## src/rtl/booth_mul_arbiter_pkg.sv

```systemverilog
// booth_mul_arbiter_pkg: shared FSM encoding, default parameters and counter-width helper.
package booth_mul_arbiter_pkg;
    localparam int N_REQ_DEF   = 4;
    localparam int WIDTH_DEF   = 16;
    localparam int TIMEOUT_DEF = 64;
    localparam logic [2:0] S_IDLE = 3'd0;
    localparam logic [2:0] S_LDM  = 3'd1;
    localparam logic [2:0] S_HOLD = 3'd2;
    localparam logic [2:0] S_LDQ  = 3'd3;
    localparam logic [2:0] S_WAIT = 3'd4;
    localparam logic [2:0] S_RESP = 3'd5;
    typedef enum logic [2:0] {
        IDLE = S_IDLE,
        LDM  = S_LDM,
        HOLD = S_HOLD,
        LDQ  = S_LDQ,
        WAIT = S_WAIT,
        RESP = S_RESP
    } state_t;
    function automatic int cnt_width(int timeout);
        return $clog2(timeout);
    endfunction
endpackage

```

## src/rtl/booth_mul_arbiter_if.sv

```systemverilog
// booth_mul_arbiter_if: request/response and multiplier-control bundle.
// slave modport is the arbiter side, master modport is the requester/multiplier side.
interface booth_mul_arbiter_if #(
    parameter int N_REQ = 4,
    parameter int WIDTH = 16
);
    logic [N_REQ-1:0]       req_valid, req_ready, rsp_valid, rsp_ready;
    logic [N_REQ*WIDTH-1:0] req_a, req_b;
    logic [2*WIDTH-1:0]     rsp_product, mul_product;
    logic [WIDTH-1:0]       mul_data;
    logic                   rsp_err, mul_start, mul_done, busy;
    modport slave (
        input  req_valid, req_a, req_b, rsp_ready, mul_done, mul_product,
        output req_ready, rsp_valid, rsp_product, rsp_err, mul_start, mul_data, busy
    );
    modport master (
        output req_valid, req_a, req_b, rsp_ready, mul_done, mul_product,
        input  req_ready, rsp_valid, rsp_product, rsp_err, mul_start, mul_data, busy
    );
endinterface

```

## src/rtl/booth_mul_arbiter_rr_arbiter.sv

```systemverilog
// booth_mul_arbiter_rr_arbiter: combinational round-robin pick of the first request at or after ptr.
// Ports: req (request vector), ptr (priority start), gnt (one-hot), gnt_idx (index), gnt_vld (any grant).
module booth_mul_arbiter_rr_arbiter #(
    parameter int N  = 4,
    parameter int IW = 2
) (
    input  logic [N-1:0]  req,
    input  logic [IW-1:0] ptr,
    output logic [N-1:0]  gnt,
    output logic [IW-1:0] gnt_idx,
    output logic          gnt_vld
);
    logic [IW-1:0] idx;
    always_comb begin
        idx     = '0;
        gnt_idx = '0;
        gnt_vld = 1'b0;
        for (int i = 0; i < N; i++) begin
            idx = IW'((int'(ptr) + i) % N);
            if (!gnt_vld && req[idx]) begin
                gnt_vld = 1'b1;
                gnt_idx = idx;
            end
        end
        gnt = gnt_vld ? N'(1) << gnt_idx : '0;
    end
endmodule

```

## src/rtl/booth_mul_arbiter.sv

```systemverilog
// booth_mul_arbiter: round-robin sequencer sharing one Booth multiplier between N_REQ requesters.
// Ports: clk, rst (async, active-high), bus (slave modport: requests, responses, multiplier control).
module booth_mul_arbiter
    import booth_mul_arbiter_pkg::*;
#(
    parameter int N_REQ   = N_REQ_DEF,
    parameter int WIDTH   = WIDTH_DEF,
    parameter int TIMEOUT = TIMEOUT_DEF
) (
    input logic               clk,
    input logic               rst,
    booth_mul_arbiter_if.slave bus
);
    localparam int IW = (N_REQ > 1) ? $clog2(N_REQ) : 1;
    localparam int CW = cnt_width(TIMEOUT);
    state_t             state_q, state_d;
    logic [IW-1:0]      rr_ptr_q, rr_ptr_d, gid_q, gid_d, gnt_idx;
    logic [N_REQ-1:0]   gnt, rsp_valid_q, rsp_valid_d;
    logic [WIDTH-1:0]   a_q, a_d, b_q, b_d, mul_data_q, mul_data_d;
    logic [CW-1:0]      cnt_q, cnt_d;
    logic [2*WIDTH-1:0] prod_q, prod_d;
    logic               err_q, err_d, mul_start_q, mul_start_d, busy_q, busy_d;
    logic               gnt_vld, take, done_ok, timeout;

    booth_mul_arbiter_rr_arbiter #(.N(N_REQ), .IW(IW)) u_rr (
        .req(bus.req_valid), .ptr(rr_ptr_q), .gnt(gnt), .gnt_idx(gnt_idx), .gnt_vld(gnt_vld)
    );

    assign take    = state_q == IDLE && gnt_vld;
    assign done_ok = state_q == WAIT && bus.mul_done;
    assign timeout = state_q == WAIT && !bus.mul_done && cnt_q == CW'(TIMEOUT - 1);
    // Gated by rst so the grant stays low while reset is held even with requests pending.
    assign bus.req_ready   = (take && !rst) ? gnt : '0;
    assign bus.rsp_valid   = rsp_valid_q;
    assign bus.rsp_product = prod_q;
    assign bus.rsp_err     = err_q;
    assign bus.mul_start   = mul_start_q;
    assign bus.mul_data    = mul_data_q;
    assign bus.busy        = busy_q;

    always_ff @(posedge clk or posedge rst) begin
        if (rst) begin
            state_q     <= IDLE;
            rr_ptr_q    <= '0;
            gid_q       <= '0;
            a_q         <= '0;
            b_q         <= '0;
            cnt_q       <= '0;
            prod_q      <= '0;
            err_q       <= 1'b0;
            rsp_valid_q <= '0;
            mul_start_q <= 1'b0;
            mul_data_q  <= '0;
            busy_q      <= 1'b0;
        end else begin
            state_q     <= state_d;
            rr_ptr_q    <= rr_ptr_d;
            gid_q       <= gid_d;
            a_q         <= a_d;
            b_q         <= b_d;
            cnt_q       <= cnt_d;
            prod_q      <= prod_d;
            err_q       <= err_d;
            rsp_valid_q <= rsp_valid_d;
            mul_start_q <= mul_start_d;
            mul_data_q  <= mul_data_d;
            busy_q      <= busy_d;
        end
    end

    always_comb begin
        state_d = state_q;
        unique case (state_q)
            IDLE:    state_d = gnt_vld ? LDM : IDLE;
            LDM:     state_d = HOLD;
            HOLD:    state_d = LDQ;
            LDQ:     state_d = WAIT;
            WAIT:    state_d = (done_ok || timeout) ? RESP : WAIT;
            RESP:    state_d = bus.rsp_ready[gid_q] ? IDLE : RESP;
            default: state_d = IDLE;
        endcase
    end

    // Registered outputs are computed from the next state so they line up with it.
    always_comb begin
        rr_ptr_d    = take ? ((gnt_idx == IW'(N_REQ - 1)) ? '0 : gnt_idx + 1'b1) : rr_ptr_q;
        gid_d       = take ? gnt_idx : gid_q;
        a_d         = take ? bus.req_a[gnt_idx*WIDTH +: WIDTH] : a_q;
        b_d         = take ? bus.req_b[gnt_idx*WIDTH +: WIDTH] : b_q;
        cnt_d       = (state_q == LDQ) ? '0 : (state_q == WAIT && !bus.mul_done) ? cnt_q + 1'b1 : cnt_q;
        prod_d      = done_ok ? bus.mul_product : timeout ? '0 : prod_q;
        err_d       = done_ok ? 1'b0 : timeout ? 1'b1 : err_q;
        mul_start_d = state_d == LDM;
        mul_data_d  = (state_d == LDM || state_d == HOLD) ? a_d : (state_d == LDQ || state_d == WAIT) ? b_q : '0;
        rsp_valid_d = (state_d == RESP) ? N_REQ'(1) << gid_d : '0;
        busy_d      = state_d != IDLE;
    end
endmodule
```

## src/flat_wrapper.sv

```systemverilog
// flat-port wrapper written by rule: the top's interface ports become plain ports
module booth_mul_arbiter_flat import booth_mul_arbiter_pkg::*;
#(
    parameter int N_REQ   = N_REQ_DEF,
    parameter int WIDTH   = WIDTH_DEF,
    parameter int TIMEOUT = TIMEOUT_DEF
)
  (clk, rst, bus_req_valid, bus_req_a, bus_req_b, bus_rsp_ready, bus_mul_done, bus_mul_product, bus_req_ready, bus_rsp_valid, bus_rsp_product, bus_rsp_err, bus_mul_start, bus_mul_data, bus_busy);
  booth_mul_arbiter_if #(.N_REQ(N_REQ), .WIDTH(WIDTH)) bus_i ();
  input logic clk;
  input logic rst;
  input wire logic [$bits(bus_i.req_valid)-1:0] bus_req_valid;
  input wire logic [$bits(bus_i.req_a)-1:0] bus_req_a;
  input wire logic [$bits(bus_i.req_b)-1:0] bus_req_b;
  input wire logic [$bits(bus_i.rsp_ready)-1:0] bus_rsp_ready;
  input wire logic [$bits(bus_i.mul_done)-1:0] bus_mul_done;
  input wire logic [$bits(bus_i.mul_product)-1:0] bus_mul_product;
  output wire logic [$bits(bus_i.req_ready)-1:0] bus_req_ready;
  output wire logic [$bits(bus_i.rsp_valid)-1:0] bus_rsp_valid;
  output wire logic [$bits(bus_i.rsp_product)-1:0] bus_rsp_product;
  output wire logic [$bits(bus_i.rsp_err)-1:0] bus_rsp_err;
  output wire logic [$bits(bus_i.mul_start)-1:0] bus_mul_start;
  output wire logic [$bits(bus_i.mul_data)-1:0] bus_mul_data;
  output wire logic [$bits(bus_i.busy)-1:0] bus_busy;
  assign bus_i.req_valid = bus_req_valid;
  assign bus_i.req_a = bus_req_a;
  assign bus_i.req_b = bus_req_b;
  assign bus_i.rsp_ready = bus_rsp_ready;
  assign bus_i.mul_done = bus_mul_done;
  assign bus_i.mul_product = bus_mul_product;
  assign bus_req_ready = bus_i.req_ready;
  assign bus_rsp_valid = bus_i.rsp_valid;
  assign bus_rsp_product = bus_i.rsp_product;
  assign bus_rsp_err = bus_i.rsp_err;
  assign bus_mul_start = bus_i.mul_start;
  assign bus_mul_data = bus_i.mul_data;
  assign bus_busy = bus_i.busy;
  booth_mul_arbiter #(.N_REQ(N_REQ), .WIDTH(WIDTH), .TIMEOUT(TIMEOUT)) u_core (.clk(clk), .rst(rst), .bus(bus_i));
endmodule
```

## config.mk

```make
export PLATFORM = sky130hd
export DESIGN_NAME = booth_mul_arbiter_flat
export DESIGN_NICKNAME = d
export VERILOG_FILES = /design/src/rtl/booth_mul_arbiter_pkg.sv /design/src/rtl/booth_mul_arbiter_if.sv /design/src/rtl/booth_mul_arbiter_rr_arbiter.sv /design/src/rtl/booth_mul_arbiter.sv /design/src/flat_wrapper.sv
export SDC_FILE = /design/constraint.sdc
export NUM_CORES = 1
export LEC_CHECK = 0
export BUFFER_PORTS_ARGS = -buffer_cell sky130_fd_sc_hd__buf_2
export CAP_MARGIN = 30
export CORE_MARGIN = 5
export CORE_UTILIZATION = 52
export CTS_CLUSTER_SIZE = 8
export DETAILED_ROUTE_END_ITERATION = 8
export MAX_ROUTING_LAYER = met4
export PLACE_DENSITY_LB_ADDON = 0.3
export RECOVER_POWER = 25
export SLEW_MARGIN = 20
export SYNTH_ARGS = -nofsm -noshare
export SYNTH_HDL_FRONTEND = slang
export SYNTH_SLANG_ARGS = --single-unit
```

## constraint.sdc

```tcl
create_clock -name clk -period 8.5 [get_ports clk]
set_input_delay 1.7 -clock clk [delete_from_list [all_inputs] [get_ports clk]]
set_output_delay 1.7 -clock clk [all_outputs]
set_load 0.02 [all_outputs]
```

-- Word level (Yosys, flattened, before mapping)
Cells that the tools add are included.
Widths: inputs -> output; s select.
- RAM bits: 0
- bits in latches: 0
- input bits: 171
- ROM bits: 0
- logic and storage cells: 94
- bits in registers: 100
- memories: 0
- bitwise operators: 0
- $lt $le $gt $ge: 5
- add/subtract/negate cells: 5
- equal/unequal tests: 12
- reductions and logical operators: 20
- div/mod/pow operators: 0
- multiply operators: 0
- shift-type cells: 4
- muxes and demuxes: 36
- operators by type and width (operator ; count):
    $shiftx 64x7->16 ; 2
    $mux 32 ; 2
    $mux 16 ; 3
    $pmux 3 s6 ; 1
    $lt 2x3->1 const B ; 5
    $mux 1 ; 13
    $eq 3x2->1 const B ; 4
    $eq 3x3->1 const B ; 4
    $mux 2 ; 6
    $mux 4 ; 3
    $mux 6 ; 2
    $bmux 1 s2 ; 5
    $logic_and 1x1->1 ; 8
    $shl 1x2->4 const A ; 2
    $add 6x1->6 const B ; 1
    $eq 3x1->1 const B ; 2
    $eq 6x6->1 const B ; 1
    $logic_not 1->1 ; 5
    $add 2x1->2 const B ; 2
    $add 2x2->2 const B ; 2
    $reduce_bool 2->1 ; 2
    $logic_not 3->1 ; 1
    $logic_or 1x1->1 ; 3
    $mux 3 ; 1
    other kinds (2) ; 2

-- Logic depth before layout (Yosys ltp)
- depth after elaboration: 18
- depth in mapped cells: 9
- depth with buffers taken out: 7

-- Modules after synthesis
A second synthesis with hierarchy kept.
- cells, all modules: 392
- area total of the unflattened synthesis: 4868.4 sq um
- by module, submodules not included (module ; times used ; sequential area each (sq um) ; cells each ; area an instance (sq um)):
    booth_mul_arbiter ; 1 ; 2502.4 ; 360 ; 4685.7
    booth_mul_arbiter_rr_arbiter ; 1 ; 0.0 ; 32 ; 182.7

-- Least setup slack after synthesis
No wires, ideal clock.
- kind: input -> output
- from: input port rst
- to: output port bus_req_ready[0]
- data arrival time: 4343 ps
- stages: 2
- buffers on the path: 0
- setup slack: 2457 ps
- data required time: 6800 ps
- path through: inv_1 > and3_1
- word-level cells in the longest chain between the ends: 3
- RTL lines (element ; line ; text):
    start: declaration ; flat_wrapper.sv:11 ; input logic rst;
    $logic_not 1->1 ; booth_mul_arbiter.sv:33 ; assign bus.req_ready = (take && !rst) ? gnt : '0;
    $logic_and 1x1->1 ; booth_mul_arbiter.sv:33 ;
    $mux 4 ; booth_mul_arbiter.sv:33 ;
    end: declaration ; flat_wrapper.sv:18 ; output wire logic [$bits(bus_i.req_ready)-1:0] bus_req_ready;
Every way passes these cells.

-- Worst setup path in the final report
- from: input port bus_req_valid[1]
- to: output port bus_req_ready[2]
- word-level cells in the longest chain between the ends: 15
- elaborated cells between the ends (all ways): 27
- RTL lines (element ; line ; text):
    start: declaration ; flat_wrapper.sv:12 ; input wire logic [$bits(bus_i.req_valid)-1:0] bus_req_valid;
    $bmux 1 s2 ; booth_mul_arbiter_rr_arbiter.sv:20 ; if (!gnt_vld && req[idx]) begin
    $mux 1 (implied by the code) ; booth_mul_arbiter_rr_arbiter.sv:20 ;
    $mux 1 ; booth_mul_arbiter_rr_arbiter.sv:20 ;
    $logic_not 1->1 ; booth_mul_arbiter_rr_arbiter.sv:20 ;
    $logic_and 1x1->1 ; booth_mul_arbiter_rr_arbiter.sv:20 ;
    $mux 1 ; booth_mul_arbiter_rr_arbiter.sv:20 ;
    $logic_not 1->1 ; booth_mul_arbiter_rr_arbiter.sv:20 ;
    $logic_and 1x1->1 ; booth_mul_arbiter_rr_arbiter.sv:20 ;
    $mux 1 ; booth_mul_arbiter_rr_arbiter.sv:20 ;
    $logic_not 1->1 ; booth_mul_arbiter_rr_arbiter.sv:20 ;
    $logic_and 1x1->1 ; booth_mul_arbiter_rr_arbiter.sv:20 ;
    $mux 2 / $mux 1 (equally long branches) ; booth_mul_arbiter_rr_arbiter.sv:20 ;
    $shl 1x2->4 / $logic_and 1x1->1 (equally long branches) ; booth_mul_arbiter_rr_arbiter.sv:25, booth_mul_arbiter.sv:29 ;
    $mux 4 / $logic_and 1x1->1 (equally long branches) ; booth_mul_arbiter_rr_arbiter.sv:25, booth_mul_arbiter.sv:33 ;
    $mux 4 (*) ; booth_mul_arbiter.sv:33 ;
Every way passes the cells marked *; elsewhere a longest branch is shown, timed or not. The select of a mux whose other input is x is not followed.

==> run summary <==
0 antenna diodes ended up in the layout. Following the worst setup path forward leads to its endpoint at bus_req_ready[2]. The post-synthesis xor/xnor area fraction is 0.838%.

The run gives -14.3% as the worst relative slew slack. The min-delay analysis places its worst path in the category flip-flop to flip-flop. The run gives 11.3 mm as the placed wire-length estimate. The global routing usage on met2 is 38.9%, and the total die area is 12200 µm². Dividing the detail-routed wire length by the instance count gives 18.4 µm. The number of search-and-repair iterations in the first detailed-routing pass is 5, and the maximum ir drop on the vdd rail is 0.000196 V. The tools report the latest clock arrival within the worst-skew pair as 360 ps.

The storage element area is 2500 µm². The y dimension of the die works out to 110 µm. The count of yosys warnings during synthesis was 0. The kind of critical path was primary input to output pin.

The synthesized netlist devotes 24.5% of its cell area to compound gates. The tools report the non-filler instance count after layout as 817. STA classifies the critical path endpoint as an output pin. The floorplan has 36 rows.

Tracing the worst setup path back leads to its startpoint at bus_req_valid[1]. The simple-gate share of the synthesized area was 10.6%; the post-synthesis area per instance was 11.0 µm². STA classifies the critical path startpoint as a primary input. The run gives 9 as the TritonCTS buffer count.

The end of the worst register-to-register path is u_core.bus.rsp_valid[2]. The post-cts resize count was 0; the number of enable flip-flop cells after synthesis was 0. The minimum period implied by the final worst setup slack works out to 5780 ps. The tools report the met3 demand-to-capacity share in global routing as 4.78%. The synthesized netlist occupies a cell area of 5230 µm². For the via count, the log shows 4667. Clock transition at the register clock pins on the worst setup and hold paths after CTS: 100 ps. The via-per-instance ratio came out at 5.71.

In the synthesized netlist the dominant register cell turns out to be sky130_fd_sc_hd__dfrtp_1. Global routing consumed, on the met1 layer, 31.8% of the routing resources. Data on the critical path is required at its endpoint by 6800 ps. For the number of nets at the end of the flow, the log shows 855. The combined global-route utilization of all metal layers is 24.8%, and the endpoint arrival time on the critical path is 4080 ps. The footprint of the multi-input gates came out at 2450 µm². Across all register-to-register paths, the minimum setup slack is 5420 ps. Summing the areas of all fa, ha and maj instances in the mapped netlist gives 1.20% of the synthesized area.

The number of remaining DRC errors was 0; the number of buffer cells added on primary ports was 229. The path depth of the worst reg2reg path was 7; the total congestion overflow was 0. The cell count after synthesis came out at 473. The async set or reset register ratio after synthesis was 100%. Setup repair after global routing left no endpoint under its margin. Once the floorplan was initialized, standard cells occupied 53.5% of the core.

For the pin with the worst max-slew slack, the measured transition is 1710 ps. In this run the most used layer during global routing was met2. In this run the clock root is driven by a sky130_fd_sc_hd__clkbuf_8.

The flip-flop and latch count after synthesis is 100, and the portion of the post-synthesis area used by sequential elements is 47.9%. The logs give 0 for the count of nets left with antenna violations after detail routing and 230 for the number of top-level pins. In this run the deepest clock path goes through 2 buffers.

Pin count of the biggest net entering global routing: 66. TritonCTS built the clock tree. Worst-path maximum fanout: 51.

The clock arrives with 18.6 ps of skew. The die is 110 µm wide. The run gives 2 as the max-capacitance violation count. For this design, the CTS-stage hold fixing added 0 buffers.

The flow ran to the end, but the final reports show violations. For the final routed database, the setup TNS stands at 0 ps. Based on the critical path, the design can be clocked at up to 0.173 GHz. Sum of routed wire length over all layers: 15.1 mm.

The logs give 100 for the number of clock sinks and 0.845 for the final RePlAce weighted congestion. The number of failing setup endpoints in the final timing report was 0; the portion of netlist area occupied by mux cells was 9.82%. The static leakage power was 3.32 nW; the share of post-route cells with drive strength above 1 was 40.1%. Cells fill 66.7% of the core in the end.

The final number of hold-violating endpoints was 0; the number of fill cells in the layout was 815. The H-tree generated during clock tree synthesis spans 3 levels. The number of nets in the synthesized netlist was 649. Including well taps, the total number of placed cells is 799.

Core footprint: 9770 µm². Power comes to 2.24 mW. The largest family of logic cells by synthesized area was compound AO/OA/AOI/OAI gates.

Yosys mapped the design onto 51 distinct sky130hd cell types. The number of antenna violations at the first check in global routing is 0. The area growth from synthesis to layout is 24.8%, and the number of post-CTS setup repair buffers is 0.

Dividing the final minimum period by the clock period gives 68.0%. The tools report the final number of max-transition violations as 75. In this run the power density over the cells is 344 nW/µm².

The wire length of the first global-routing pass is 22.7 mm, and the number of global-route vias before repair is 4645. For this block, the initial DRC count from the detailed router was 327. The checks that failed: max-capacitance violations, max-slew violations. In this run the critical register-to-register path is launched from u_core.state_q[1].
[power by group]
| part | total, mW | leakage (nW) | internal, mW | switching, mW |
|---|---|---|---|---|
| logic | 1.13 | 1.98 | 0.467 | 0.663 |
| clock network | 0.279 | 0.0848 | 0.110 | 0.169 |
| registers | 0.835 | 1.26 | 0.685 | 0.150 |
[stage by stage]
step                      cell area, µm²  hold WS [ps]  setup WS, ps
after floorplan                     5230           477          2460
after global placement              6330           472          2910
after detailed placement            6330           482          2750
after CTS                           6500           506          2750
after global routing                6520           516          2470
final                               6520           502          2720
[area by class of cell]
type,count,area share [%]
Sequential cell,100,38.4
Multi-Input combinational cell,326,37.6
Timing Repair Buffer,235,18.4
Tap cell,133,2.55
Clock buffer,10,1.96
Clock inverter,6,0.748
Inverter,7,0.460
[routing by layer]
metal,vias to the layer above,wire [µm]
li1,2182,-
met1,2198,6210
met2,251,7150
met3,36,1330
met4,0,374
met5,-,0
[worst max-delay path, cell delays in order]
cell and delay, ps:
sky130_fd_sc_hd__buf_2 130, sky130_fd_sc_hd__nor2b_1 300, sky130_fd_sc_hd__a211o_1 610, sky130_fd_sc_hd__nand2_4 140, sky130_fd_sc_hd__inv_4 610, sky130_fd_sc_hd__ha_1 270
sky130_fd_sc_hd__and3_1 130, sky130_fd_sc_hd__buf_2 170
[Yosys cell counts, types with 2 or more instances]
cell type | n | area share (%)
sky130_fd_sc_hd__ha_1 | 5 | 1.2
sky130_fd_sc_hd__buf_1 | 2 | 0.14
sky130_fd_sc_hd__nand4_1 | 3 | 0.36
sky130_fd_sc_hd__dfrtp_1 | 100 | 48
sky130_fd_sc_hd__buf_2 | 12 | 1.1
sky130_fd_sc_hd__nor3_1 | 2 | 0.19
sky130_fd_sc_hd__o21ai_0 | 17 | 1.6
sky130_fd_sc_hd__a21o_1 | 17 | 2.4
sky130_fd_sc_hd__clkbuf_1 | 13 | 0.93
sky130_fd_sc_hd__o221ai_1 | 16 | 2.7
sky130_fd_sc_hd__nand2_1 | 45 | 3.2
sky130_fd_sc_hd__buf_6 | 8 | 1.7
sky130_fd_sc_hd__a22oi_1 | 16 | 2.3
sky130_fd_sc_hd__xnor2_1 | 2 | 0.34
sky130_fd_sc_hd__buf_4 | 5 | 0.72
sky130_fd_sc_hd__and3_1 | 5 | 0.60
sky130_fd_sc_hd__nand3_1 | 16 | 1.5
sky130_fd_sc_hd__nor3_2 | 4 | 0.77
sky130_fd_sc_hd__nor2b_1 | 8 | 0.96
sky130_fd_sc_hd__mux2i_1 | 49 | 9.4
sky130_fd_sc_hd__o211ai_1 | 32 | 4.6
sky130_fd_sc_hd__inv_2 | 4 | 0.29
sky130_fd_sc_hd__and2_1 | 3 | 0.36
sky130_fd_sc_hd__inv_1 | 2 | 0.14
sky130_fd_sc_hd__a2bb2oi_1 | 16 | 2.7
sky130_fd_sc_hd__nor2_1 | 11 | 0.79
sky130_fd_sc_hd__a21oi_1 | 2 | 0.19
sky130_fd_sc_hd__a22o_1 | 32 | 5.4
sky130_fd_sc_hd__xor2_1 | 3 | 0.50
sky130_fd_sc_hd__nor3b_2 | 2 | 0.48
[cells by family (layout without fill, tap and decap cells)]
group / count (synthesis) / in the layout
multiplexers: 50 / 50
adder cells (fa/ha/maj): 5 / 5
AND/OR/NAND/NOR: 107 / 107
AO/OA/AOI/OAI: 159 / 159
flip-flops: 100 / 100
XOR/XNOR: 5 / 5
buffers and inverters: 47 / 258
[layout by cell type, fill, tap and decap left out, types with 5 or more instances in the layout]
cell type,count
sky130_fd_sc_hd__mux2i_1,49
sky130_fd_sc_hd__o221ai_1,16
sky130_fd_sc_hd__a22oi_1,16
sky130_fd_sc_hd__buf_4,5
sky130_fd_sc_hd__nand3_1,16
sky130_fd_sc_hd__buf_2,228
sky130_fd_sc_hd__ha_1,5
sky130_fd_sc_hd__clkbuf_8,9
sky130_fd_sc_hd__a22o_1,32
sky130_fd_sc_hd__and3_1,5
sky130_fd_sc_hd__dfrtp_1,100
sky130_fd_sc_hd__nor2b_1,8
sky130_fd_sc_hd__o211ai_1,32
sky130_fd_sc_hd__a21o_1,17
sky130_fd_sc_hd__nor2_1,11
sky130_fd_sc_hd__nand2_1,45
sky130_fd_sc_hd__a2bb2oi_1,16
sky130_fd_sc_hd__o21ai_0,17
[state kept, by name, indices dropped and copies added, names as in the netlist]
register,flops
u_core.bus.rsp_product,32
u_core.a_q,16
u_core.b_q,16
u_core.bus.mul_data,16
u_core.cnt_q,6
u_core.bus.rsp_valid,4
u_core.state_q,3
u_core.gid_q,2
u_core.rr_ptr_q,2
u_core.bus.busy,1
u_core.bus.mul_start,1
u_core.bus.rsp_err,1
[how the worst min path moves through the flow]
stage | startpoint | endpoint | slack (ps) | cells after the start
finish | u_core.bus.rsp_product[19] | u_core.bus.rsp_product[19] | 500 | 1
global route | u_core.bus.rsp_product[11] | u_core.bus.rsp_product[11] | 520 | 1
CTS | u_core.bus.rsp_product[19] | u_core.bus.rsp_product[19] | 510 | 1
detailed placement | u_core.bus.rsp_product[19] | u_core.bus.rsp_product[19] | 480 | 1
global placement | u_core.bus.rsp_err | u_core.bus.rsp_err | 470 | 2
floorplan | u_core.a_q[0] | u_core.a_q[0] | 480 | 2
Note: power is estimated with default switching activity, not from simulation.
